`src/rtl/csr_trap_unit.sv`:
```
// M-mode trap sequencer: takes exceptions, mret and interrupts, owns the machine CSRs,
// then flushes the pipeline and redirects fetch. Optional vectored mode: CSR_TRAP_VECTORED_EN.
module csr_trap_unit #(
  parameter int unsigned     XLEN      = 64,
  parameter logic [XLEN-1:0] MTVEC_RST = '0
) (
  input  logic            clk_i,
  input  logic            rst_i,
  input  logic            exc_valid_i,
  output logic            exc_ready_o,
  input  logic [XLEN-1:0] exc_cause_i,
  input  logic [XLEN-1:0] exc_pc_i,
  input  logic [XLEN-1:0] exc_tval_i,
  input  logic            mret_valid_i,
  input  logic            irq_take_en_i,
  input  logic [XLEN-1:0] irq_pc_i,
  input  logic            m_ext_irq_i,
  input  logic            m_sw_irq_i,
  input  logic            m_timer_irq_i,
  input  logic            csr_valid_i,
  output logic            csr_ready_o,
  input  logic            csr_we_i,
  input  logic [11:0]     csr_addr_i,
  input  logic [XLEN-1:0] csr_wdata_i,
  output logic [XLEN-1:0] csr_rdata_o,
  output logic            csr_illegal_o,
  output logic            flush_o,
  output logic            redirect_valid_o,
  input  logic            redirect_ready_i,
  output logic [XLEN-1:0] redirect_pc_o,
  output logic [1:0]      priv_o
);
  typedef enum logic [1:0] {S_IDLE, S_FLUSH, S_JUMP} state_t;

  localparam logic [11:0] A_MSTATUS = 12'h300;
  localparam logic [11:0] A_MIE     = 12'h304;
  localparam logic [11:0] A_MTVEC   = 12'h305;
  localparam logic [11:0] A_MEPC    = 12'h341;
  localparam logic [11:0] A_MCAUSE  = 12'h342;
  localparam logic [11:0] A_MTVAL   = 12'h343;
  localparam logic [11:0] A_MIP     = 12'h344;
  localparam logic [1:0]  PRIV_M    = 2'b11;
  localparam logic [XLEN-1:0] LOW2_CLR = ~XLEN'(3);

  state_t state_q, state_d;
  logic [1:0]      priv_q, mpp_q;
  logic            mstatus_mie_q, mpie_q;
  logic [2:0]      mie_q, mip_q;   // bit order {external, software, timer}
  logic [XLEN-3:0] mtvec_base_q;
  logic [1:0]      mtvec_mode_q;
  logic [XLEN-1:0] mepc_q, mcause_q, mtval_q, redirect_pc_q;

  logic idle, exc_take, mret_take, irq_take, csr_mapped, csr_wr;
  logic [2:0]      irq_pend;
  logic [3:0]      irq_code;
  logic [XLEN-1:0] trap_base, irq_target;

  assign idle      = (state_q == S_IDLE);
  assign exc_take  = idle && exc_valid_i;
  assign mret_take = idle && mret_valid_i && !exc_valid_i;
  assign irq_pend  = mip_q & mie_q;
  assign irq_take  = idle && irq_take_en_i && !exc_valid_i && !mret_valid_i &&
                     ((priv_q != PRIV_M) || mstatus_mie_q) && (irq_pend != 3'b000);
  assign irq_code  = irq_pend[2] ? 4'd11 : (irq_pend[1] ? 4'd3 : 4'd7);
  assign trap_base = {mtvec_base_q, 2'b00};
  assign irq_target = (mtvec_mode_q == 2'b01) ?
                      trap_base + {{(XLEN-6){1'b0}}, irq_code, 2'b00} : trap_base;

  // A taken interrupt outranks a CSR access in the same cycle.
  assign csr_ready_o = idle && !exc_valid_i && !mret_valid_i && !irq_take;
  assign csr_wr = csr_valid_i && csr_ready_o && csr_we_i && csr_mapped && (csr_addr_i != A_MIP);
  assign csr_illegal_o = csr_valid_i && (!csr_mapped || (csr_we_i && (csr_addr_i == A_MIP)));
  assign priv_o = priv_q;
  assign redirect_pc_o = redirect_pc_q;

  always_comb begin
    csr_rdata_o = '0;
    csr_mapped  = 1'b1;
    case (csr_addr_i)
      A_MSTATUS: begin
        csr_rdata_o[3]     = mstatus_mie_q;
        csr_rdata_o[7]     = mpie_q;
        csr_rdata_o[12:11] = mpp_q;
      end
      A_MIE: begin
        csr_rdata_o[11] = mie_q[2];
        csr_rdata_o[3]  = mie_q[1];
        csr_rdata_o[7]  = mie_q[0];
      end
      A_MIP: begin
        csr_rdata_o[11] = mip_q[2];
        csr_rdata_o[3]  = mip_q[1];
        csr_rdata_o[7]  = mip_q[0];
      end
      A_MTVEC:  csr_rdata_o = {mtvec_base_q, mtvec_mode_q};
      A_MEPC:   csr_rdata_o = mepc_q;
      A_MCAUSE: csr_rdata_o = mcause_q;
      A_MTVAL:  csr_rdata_o = mtval_q;
      default:  csr_mapped  = 1'b0;
    endcase
  end

  always_comb begin
    state_d          = state_q;
    exc_ready_o      = 1'b0;
    flush_o          = 1'b0;
    redirect_valid_o = 1'b0;
    case (state_q)
      S_IDLE: begin
        exc_ready_o = 1'b1;
        if (exc_take || mret_take || irq_take) state_d = S_FLUSH;
      end
      S_FLUSH: begin
        flush_o = 1'b1;
        state_d = S_JUMP;
      end
      S_JUMP: begin
        redirect_valid_o = 1'b1;
        if (redirect_ready_i) state_d = S_IDLE;
      end
      default: state_d = S_IDLE;
    endcase
  end

  always_ff @(posedge clk_i) begin
    if (rst_i) state_q <= S_IDLE;
    else       state_q <= state_d;
  end

`ifdef CSR_TRAP_VECTORED_EN
  always_ff @(posedge clk_i) begin
    if (rst_i) mtvec_mode_q <= (MTVEC_RST[1:0] == 2'b01) ? 2'b01 : 2'b00;
    else if (csr_wr && (csr_addr_i == A_MTVEC))
      mtvec_mode_q <= csr_wdata_i[1] ? 2'b00 : csr_wdata_i[1:0];
  end
`else
  assign mtvec_mode_q = 2'b00;
`endif

  always_ff @(posedge clk_i) begin
    if (rst_i) begin
      priv_q        <= PRIV_M;
      mstatus_mie_q <= 1'b0;
      mpie_q        <= 1'b0;
      mpp_q         <= PRIV_M;
      mie_q         <= '0;
      mip_q         <= '0;
      mtvec_base_q  <= MTVEC_RST[XLEN-1:2];
      mepc_q        <= '0;
      mcause_q      <= '0;
      mtval_q       <= '0;
      redirect_pc_q <= '0;
    end else begin
      mip_q <= {m_ext_irq_i, m_sw_irq_i, m_timer_irq_i};
      if (exc_take || irq_take) begin
        mpie_q        <= mstatus_mie_q;
        mstatus_mie_q <= 1'b0;
        mpp_q         <= priv_q;
        priv_q        <= PRIV_M;
        if (exc_take) begin
          mepc_q        <= exc_pc_i & LOW2_CLR;
          mcause_q      <= exc_cause_i;
          mtval_q       <= exc_tval_i;
          redirect_pc_q <= trap_base;
        end else begin
          mepc_q        <= irq_pc_i & LOW2_CLR;
          mcause_q      <= {1'b1, {(XLEN-5){1'b0}}, irq_code};
          mtval_q       <= '0;
          redirect_pc_q <= irq_target;
        end
      end else if (mret_take) begin
        priv_q        <= mpp_q;
        mstatus_mie_q <= mpie_q;
        mpie_q        <= 1'b1;
        mpp_q         <= 2'b00;
        redirect_pc_q <= mepc_q;
      end else if (csr_wr) begin
        case (csr_addr_i)
          A_MSTATUS: begin
            mstatus_mie_q <= csr_wdata_i[3];
            mpie_q        <= csr_wdata_i[7];
            mpp_q         <= (csr_wdata_i[12:11] == 2'b10) ? 2'b00 : csr_wdata_i[12:11];
          end
          A_MIE:    mie_q        <= {csr_wdata_i[11], csr_wdata_i[3], csr_wdata_i[7]};
          A_MTVEC:  mtvec_base_q <= csr_wdata_i[XLEN-1:2];
          A_MEPC:   mepc_q       <= csr_wdata_i & LOW2_CLR;
          A_MCAUSE: mcause_q     <= csr_wdata_i;
          A_MTVAL:  mtval_q      <= csr_wdata_i;
          default: ;
        endcase
      end
    end
  end
endmodule

```
`config.mk`:
```
export PLATFORM = sky130hd
export DESIGN_NAME = csr_trap_unit
export DESIGN_NICKNAME = d
export VERILOG_FILES = /design/src/rtl/csr_trap_unit.sv
export SDC_FILE = /design/constraint.sdc
export NUM_CORES = 1
export LEC_CHECK = 0
export ABC_CLOCK_PERIOD_IN_PS = 4050
export CAP_MARGIN = 25
export CELL_PAD_IN_SITES_DETAIL_PLACEMENT = 0
export CELL_PAD_IN_SITES_GLOBAL_PLACEMENT = 1
export CORE_MARGIN = 2
export CORE_UTILIZATION = 38
export CTS_BUF_LIST = sky130_fd_sc_hd__clkbuf_4
export DETAILED_ROUTE_END_ITERATION = 7
export GPL_TIMING_DRIVEN = 1
export PLACE_DENSITY_LB_ADDON = 0.3
export SETUP_SLACK_MARGIN = 0.05
export SYNTH_ARGS = -nofsm -noshare
export SYNTH_HDL_FRONTEND = slang
export SYNTH_SLANG_ARGS = --single-unit
```
`constraint.sdc`:
```
create_clock -name clk_i -period 4.05 [get_ports clk_i]
set_clock_uncertainty 0.1 [all_clocks]
set_input_delay 0.405 -clock clk_i [delete_from_list [all_inputs] [get_ports clk_i]]
set_output_delay 0.405 -clock clk_i [all_outputs]
set_load 0.01 [all_outputs]
```
Word-level counts from Yosys, hierarchy flattened:

Index checks and enable logic that the tools add are counted.

* output and inout bits: 135
* register bits: 332
* bits of input ports: 343
* logic and storage cells: 124

* equal/unequal tests: 15
* reduce and logical (&&, ||, !) cells: 47
* bitwise operators: 3
* mux-type cells: 46

Operators with widths (count)
* $mux W64: 17
* $pmux W51 S4: 1
* $eq A12 B10 Y1 const B: 7
* $pmux W3 S4: 3
* $pmux W1 S7: 3
* $logic_and A1 B1 Y1: 17
* $mux W2: 7
* $reduce_bool A2 Y1: 7
* $ne A12 B10 Y1 const B: 1
* $mux W1: 11
* $reduce_and A3 Y1: 3
* $reduce_bool A3 Y1: 3
* $reduce_and A4 Y1: 2
* $reduce_or A7 Y1: 1
* $pmux W2 S3: 1
* $reduce_and A2 Y1: 3
* $logic_or A1 B1 Y1: 5
* $pmux W1 S5: 1
* $eq A2 B2 Y1 const B: 2
* $logic_not A1 Y1: 4
* $mux W4: 1
* $ne A2 B1 Y1 const B: 2
* $ne A2 B2 Y1 const B: 2
* $and A3 B3 Y3: 1
* other kinds (5): 6

Longest topological paths before layout:

Gate-level depths: netlist of run 1.

* depth in word-level cells: 15
* mapped depth: 9

Worst setup path after synthesis of run 1:

OpenSTA, ideal clock, no wires.

* path type: input-to-output
* start: in csr_addr_i[3]
* end: out csr_rdata_o[3]
* path buffers: 2
* data arrival time: 2.159 ns
* setup slack: 1.386 ns
* stages on the path: 7
* cell sequence: or4_1 nor2_1 and3_1 clkbuf_1 clkbuf_1 a22oi_1 o2111ai_1

* word-level cells in the longest chain between the ends: 2
* elaborated cells on any way between the ends: 8

Ends and longest elaborated chain
* from (decl): line 23 `input logic [11:0] csr_addr_i,`
* $eq A12 B10 Y1: line 79 `case (csr_addr_i)`
* $pmux W1 S7 *: line 79
* to (decl): line 25 `output logic [XLEN-1:0] csr_rdata_o,`

Every way passes the cells marked *; elsewhere a longest branch is shown, timed or not.

Final worst setup path of run 1:

* start: in csr_addr_i[3]
* end: out csr_rdata_o[35]

* word-level cells in the longest chain between the ends: 2
* elaborated cells on any way between the ends: 5

Ends and longest elaborated chain (line)
* $eq A12 B10 Y1: 79
* $pmux W51 S4 *: 79

Marked as above.

==> metrics, run 1 <==
# rows=between 70 and 80; Worst EP arrival=3.22 ns; GRT Total Usage=31.24%; final instance area=21,390 µm²; placer congestion estimate=0.8573; multiplexer share of the synthesized area=0.5372%; CP Max Fanout=29; largest family of logic cells by synthesized area=compound AO/OA/AOI/OAI gates; largest net degree at the start of global routing=between 90 and 100; FF-to-FF Start=mie_q[1]; CP endpoint kind=output pin; Die ar.=between 40,000 and 50,000 µm²; DIE HEIGHT=202.1 µm; Hold Worst Slack=0.1097 ns; Post-synth ARST share=0%; total number of vias=16.99k; CORE AREA=38,650 µm²; Starting Density=about two fifths; outcome=finished, violations left; Setup Viol. Count Final=0; Setup crit start=csr_addr_i[3]; post-synth cell types=56; Worst Reg2Reg Path Length in Cells=8; worst slew pin tran=1.133 ns; CTS Buffer Depth=3; layout cell share with drive strength beyond 1=10.23%; HP Start=exc_pc_i[30]; routed len/inst=24.45 µm; final-stage net count=2,490; CTS Buf Count=91; violated checks=design-rule violations; compound-gate portion of the synthesized area=between 30% and 40%; Clock Root Buffer=clkbuf_4; buffers added on ports=471; DRT Wirelength=66.94 mm; cell count after synthesis=1,730; most common cell after layout, fill and taps aside=clkdlybuf4s50_1; end of the worst register-to-register path=mtval_q[14]; sequential element share of the synthesized area=44.05%; synthesized area=approximately 15,000 µm²; CTS tree=done; Fin. Hold Viols=0; Worst setup SP type=input port; number of flops mapped to enable cells by yosys=0; XOR/XNOR Fraction of Synth Area=0%; Top Ports=between 400 and 500; syn_area_per_cell=~8.6 µm²; die extent in x=202.1 µm; Synth Area in Simple Gates=14.18%; Synth Register Bits=328; hold path cells=3; Total Neg Setup Slack=0 ns; Tightest Hold Check Type=in2reg; Static Leak=7.710 nW; Ys Warns=0; max-cap violation count=0; Tmin final=3.724 ns; Detailed Place HPWL=41.31 mm; instance area at placement=20,200 µm²; Top FF cell, synth=dfxtp_1; adder-cell share of the synthesized area=0%; P&R area growth vs syn=43.49%; Hold EP=mepc_q[30]; DRT Pass-1 Iters=8; Crit Path Category=in2out; commonest non-fill, non-tap cells in the layout=clkdlybuf4s50_1, dfxtp_1, nand2_1; GRT overflow=0; Pwr Total=8.612 mW; H-tree levels=3; Detail Route Antenna Nets=0; Skew-Pair Late Insertion Delay=0.77 ns; clock sink total=328; Avg Vias per Cell=6.203; fmax=268.5 MHz; drt drc=3; CP Data Required Time=between 3 and 4 ns; vias in the first global route=16.55k; relative slew slack=24.48%; first-pass GRT wire length=approximately 99 mm; worst vdd ir=0.1757 mV; R2R Setup Slk=0.90 ns; Tcrit/Tclk final=91.95%; Slew Viols, Final=0; RSZ-0062 raised after global routing=no; initial DRC count=around 2.2k; PD cells=402.6 nW/µm²; clock slew seen by the registers of the worst setup and hold paths=0.06 ns; initial antenna violation count=12
cells by family after synthesis:
family / after synthesis
DFF: 328
and+or+nand+nor: 497
buffers and inverters: 212
other: 1
muxes: 8
AOI/OAI and AO/OA: 684
critical path, stage by stage:
cell and delay (ns):
clkdlybuf4s50_1 0.46, or4_1 0.60, nor2_1 0.19, and3_2 0.41
buf_12 0.26, a22o_1 0.17, a221o_1 0.09, clkdlybuf4s50_1 0.58
metrics by stage:
| step | std cells | setup slack (ns) | utilization, % |
|---|---|---|---|
| after detailed placement | 2571 | 0.3660 | 52.26 |
| final | 2738 | 0.3259 | 55.35 |
| after CTS | 2728 | 0.3517 | 55.28 |
| after global placement | 2571 | 0.3715 | 52.26 |
| after floorplan | 1731 | 1.386 | - |
| after global routing | 2735 | 0.2983 | 55.33 |
Yosys cell counts (2+ instances only):
cell	number	area share, %
and4_1	3	0.18
nor2_1	132	3.3
o221ai_1	3	0.18
nor3_1	7	0.23
a221o_1	2	0.13
buf_4	3	0.15
buf_1	5	0.13
a222oi_1	145	9.7
o21ai_0	34	1.1
o211ai_1	4	0.20
a22o_1	2	0.12
nor4_1	4	0.17
clkbuf_1	147	3.7
a22oi_1	160	8.1
a31oi_1	3	0.13
nand2_1	264	6.6
inv_1	10	0.25
and2_1	6	0.25
a221oi_1	58	3.4
dfxtp_1	328	44
o31ai_1	66	3.3
mux2i_1	8	0.54
nand3_1	42	1.4
nor2b_1	8	0.34
buf_2	41	1.4
o2bb2ai_1	33	1.9
nand2b_1	3	0.13
or3_1	3	0.13
nand3b_1	2	0.10
a221oi_2	10	1.0
or4_1	4	0.20
nand4_1	8	0.34
a21oi_1	155	5.2
buf_6	5	0.38
flip-flops by register name, summed over array words and instances (netlist names):
| name | cells |
|---|---|
| priv_o | 2 |
| mip_q | 3 |
| mtvec_base_q | 62 |
| mtval_q | 64 |
| state_q | 2 |
| mstatus_mie_q | 1 |
| mie_q | 3 |
| mpp_q | 2 |
| mpie_q | 1 |
| mcause_q | 64 |
| mepc_q | 62 |
| redirect_pc_o | 62 |
where the power goes:
| group | total, mW | internal, mW | switching [mW] |
|---|---|---|---|
| clock | 3.12 | 1.66 | 1.45 |
| sequential | 3.67 | 3.50 | 0.171 |
| combinational | 1.82 | 0.811 | 1.01 |
| total | 8.61 | 5.98 | 2.63 |
how the worst max path moves through the flow:
stage / cells after the start / slack (ns) / to
final: 8 / 0.33 / csr_rdata_o[35]
after global routing: 8 / 0.30 / csr_rdata_o[43]
after CTS: 8 / 0.35 / csr_rdata_o[43]
after detailed placement: 8 / 0.37 / csr_rdata_o[43]
after global placement: 8 / 0.37 / csr_rdata_o[43]
after floorplan: 7 / 1.39 / csr_rdata_o[3]
what timing repair did:
item	CTS	global route
buffers inserted	0	0
hold buffers	1	0
resized for setup	0	0
endpoints found under the hold margin	40	0
metal layers:
layer  part of all wire [%]  GRT usage (%)  vias up
li1                       -              -     7629
met1                     39          38.82     8214
met2                     47          51.80      990
met3                     11          7.901      146
met4                    3.0          12.42        6
met5                  0.058              0        -
cell type report:
| cell class | count | area [µm²] |
|---|---|---|
| clock buffers | 131 | 983.4 |
| flip-flops and latches | 328 | 6566 |
| inverters | 10 | 38.79 |
| fillers | 3598 | 17260 |
| diodes | 10 | 25.02 |
| repair buffers | 525 | 5426 |
| clock inverters | 25 | 175.2 |
| well taps | 518 | 648.1 |
| multi-input cells | 1191 | 7527 |
Power figures use the tool's default switching activity.
==> inputs of run 2 (changes only) <==
--- a/config.mk
+++ b/config.mk
@@ -6,7 +6,6 @@
 export NUM_CORES = 1
 export LEC_CHECK = 0
 export ABC_CLOCK_PERIOD_IN_PS = 4050
-export CAP_MARGIN = 25
 export CELL_PAD_IN_SITES_DETAIL_PLACEMENT = 0
 export CELL_PAD_IN_SITES_GLOBAL_PLACEMENT = 1
 export CORE_MARGIN = 2
@@ -15,6 +14,7 @@
 export DETAILED_ROUTE_END_ITERATION = 7
 export GPL_TIMING_DRIVEN = 1
 export PLACE_DENSITY_LB_ADDON = 0.3
+export REMOVE_ABC_BUFFERS = 1
 export SETUP_SLACK_MARGIN = 0.05
 export SYNTH_ARGS = -nofsm -noshare
 export SYNTH_HDL_FRONTEND = slang
==> metrics, run 2 (synthesis results as in run 1) <==
outcome=finished, violations left; violated checks=design-rule violations; CORE AREA=around 39,000 µm²; P&R area growth vs syn=42.43%; GRT Total Usage=30.78%; hold_buf cts=0; total number of vias=16.76k; Detail Route Antenna Nets=0; Skew-Pair Late Insertion Delay=around 0.80 ns; met3 Use GR=8.094%; GRT overflow=0; Top Registers=mcause_q (64), mtval_q (64); fmax=281.1 MHz; worst vdd ir=0.2183 mV; postcts setup bufs=0; buffers added on ports=471; Starting Density=38.57%; Tcrit/Tclk final=87.83%; most common cell after layout, fill and taps aside=clkdlybuf4s50_1; Die ar.=40,830 µm²; final-stage net count=approximately 2.5k; instance area at placement=20,090 µm²; largest net degree at the start of global routing=101; max-cap violation count=0; drt drc=8; routed len/inst=24.16 µm; vias in the first global route=16.67k; CTS Buf Count=90; Static Leak=around 7.6 nW; Avg Vias per Cell=6.154; Fin. Hold Viols=0; fill count=3,544; GR Layer Usage met2=52.39%; Top Ports=478; Detailed Place HPWL=39.22 mm; Tmin final=3.557 ns; initial antenna violation count=7; Inst Count DP=2,565; Hold Worst Slack=a little under 0.06 ns; clock sink total=328; CP endpoint kind=output pin; CP Max Fanout=29; CP peak stage delay=0.61 ns; CTS Buffer Depth=3; CP Cell Sequence=clkdlybuf4s50_1 -> or4_1 -> nor2_1 -> and3_2 -> buf_12 -> a22oi_1 -> o2111ai_1 -> clkdlybuf4s50_1; DIE HEIGHT=202.1 µm; met1 Resource Use GR=about 37%; Crit Path Category=in2out; Worst EP arrival=3.05 ns; R2R Setup Slk=0.70 ns; final instance area=21,230 µm²; clock slew seen by the registers of the worst setup and hold paths=0.06 ns; CTS resizes=0; # rows=between 70 and 80; placer congestion estimate=0.8844; Pwr Total=approximately 8.5 mW; layout cell share with drive strength beyond 1=9.782%; first-pass GRT wire length=between 90 and 100 mm; FF/Latch Area=6566 µm²; Setup Viol. Count Final=0; H-tree levels=3; Final WS setup=0.4927 ns; Worst setup SP type=input port; CTS tree=done; pre-CTS WS=between 0.5 and 0.6 ns; DRT Wirelength=65.80 mm; relative slew slack=29.99%; most frequent cell on the critical path=clkdlybuf4s50_1; slowest CP cell=or4_1; RSZ-0062 raised after global routing=no; multi-input logic area=between 7000 and 8000 µm²; worst slew pin tran=1.050 ns; commonest non-fill, non-tap cells in the layout=clkdlybuf4s50_1, dfxtp_1, nand2_1; PD cells=399.1 nW/µm²; Top Usage Layer GRT=met2; initial DRC count=1,898; die extent in x=202.1 µm; DRT Pass-1 Iters=8; CP Data Required Time=3.54 ns; Slew Viols, Final=0; non-filler instance count after layout=2,724; Tightest Hold Check Type=in2reg; Clock Root Buffer=clkbuf_4
run 2: cell count changes in the layout (fill, tap and decap cells not counted), sizes merged:
cell,delta
buf,-6
clkbuf,-6
clkinvlp,+1
diode,-2
dlygate4sd3,-1
run 2: per-stage QoR:
step	util, %	setup TNS (ns)
floorplan	-	-562.80
global placement	51.98	0
detailed placement	51.98	0
CTS	54.89	0
global route	54.94	0
finish	54.94	0
run 2: report_power, final:
part | internal, mW | switching [mW]
Combinational | 0.778 | 0.990
Clock | 1.60 | 1.43
Sequential | 3.50 | 0.168
Total | 5.89 | 2.59
run 2: layout make-up:
type	count	share of cell area, %
clock inverters	26	0.8663
inverters	10	0.1827
repair buffers	518	25.00
multi-input cells	1191	35.45
diodes	8	0.09429
well taps	518	3.053
flip-flops and latches	328	30.93
clock buffers	125	4.420
run 2: routing by layer:
| layer | wire, µm | up-vias |
|---|---|---|
| li1 | - | 7608 |
| met1 | 25280 | 8033 |
| met2 | 31690 | 972 |
| met3 | 6781 | 146 |
| met4 | 2022 | 4 |
| met5 | 29 | - |
run 2: worst paths after layout:
kind	endpoint	cells after the start	start
setup / recovery	csr_rdata_o[3]	8	csr_addr_i[3]
hold / removal	mepc_q[30]	3	exc_pc_i[30]
setup reg to reg	mtval_q[45]	6	mie_q[0]
hold reg to reg	mcause_q[63]	2	mcause_q[63]
run 2: critical path, delay by kind of cell:
| kind | cells | cell delay [ns] |
|---|---|---|
| buf+inv | 3 | 1.30 |
| compound gates | 2 | 0.33 |
| simple gates | 3 | 1.01 |
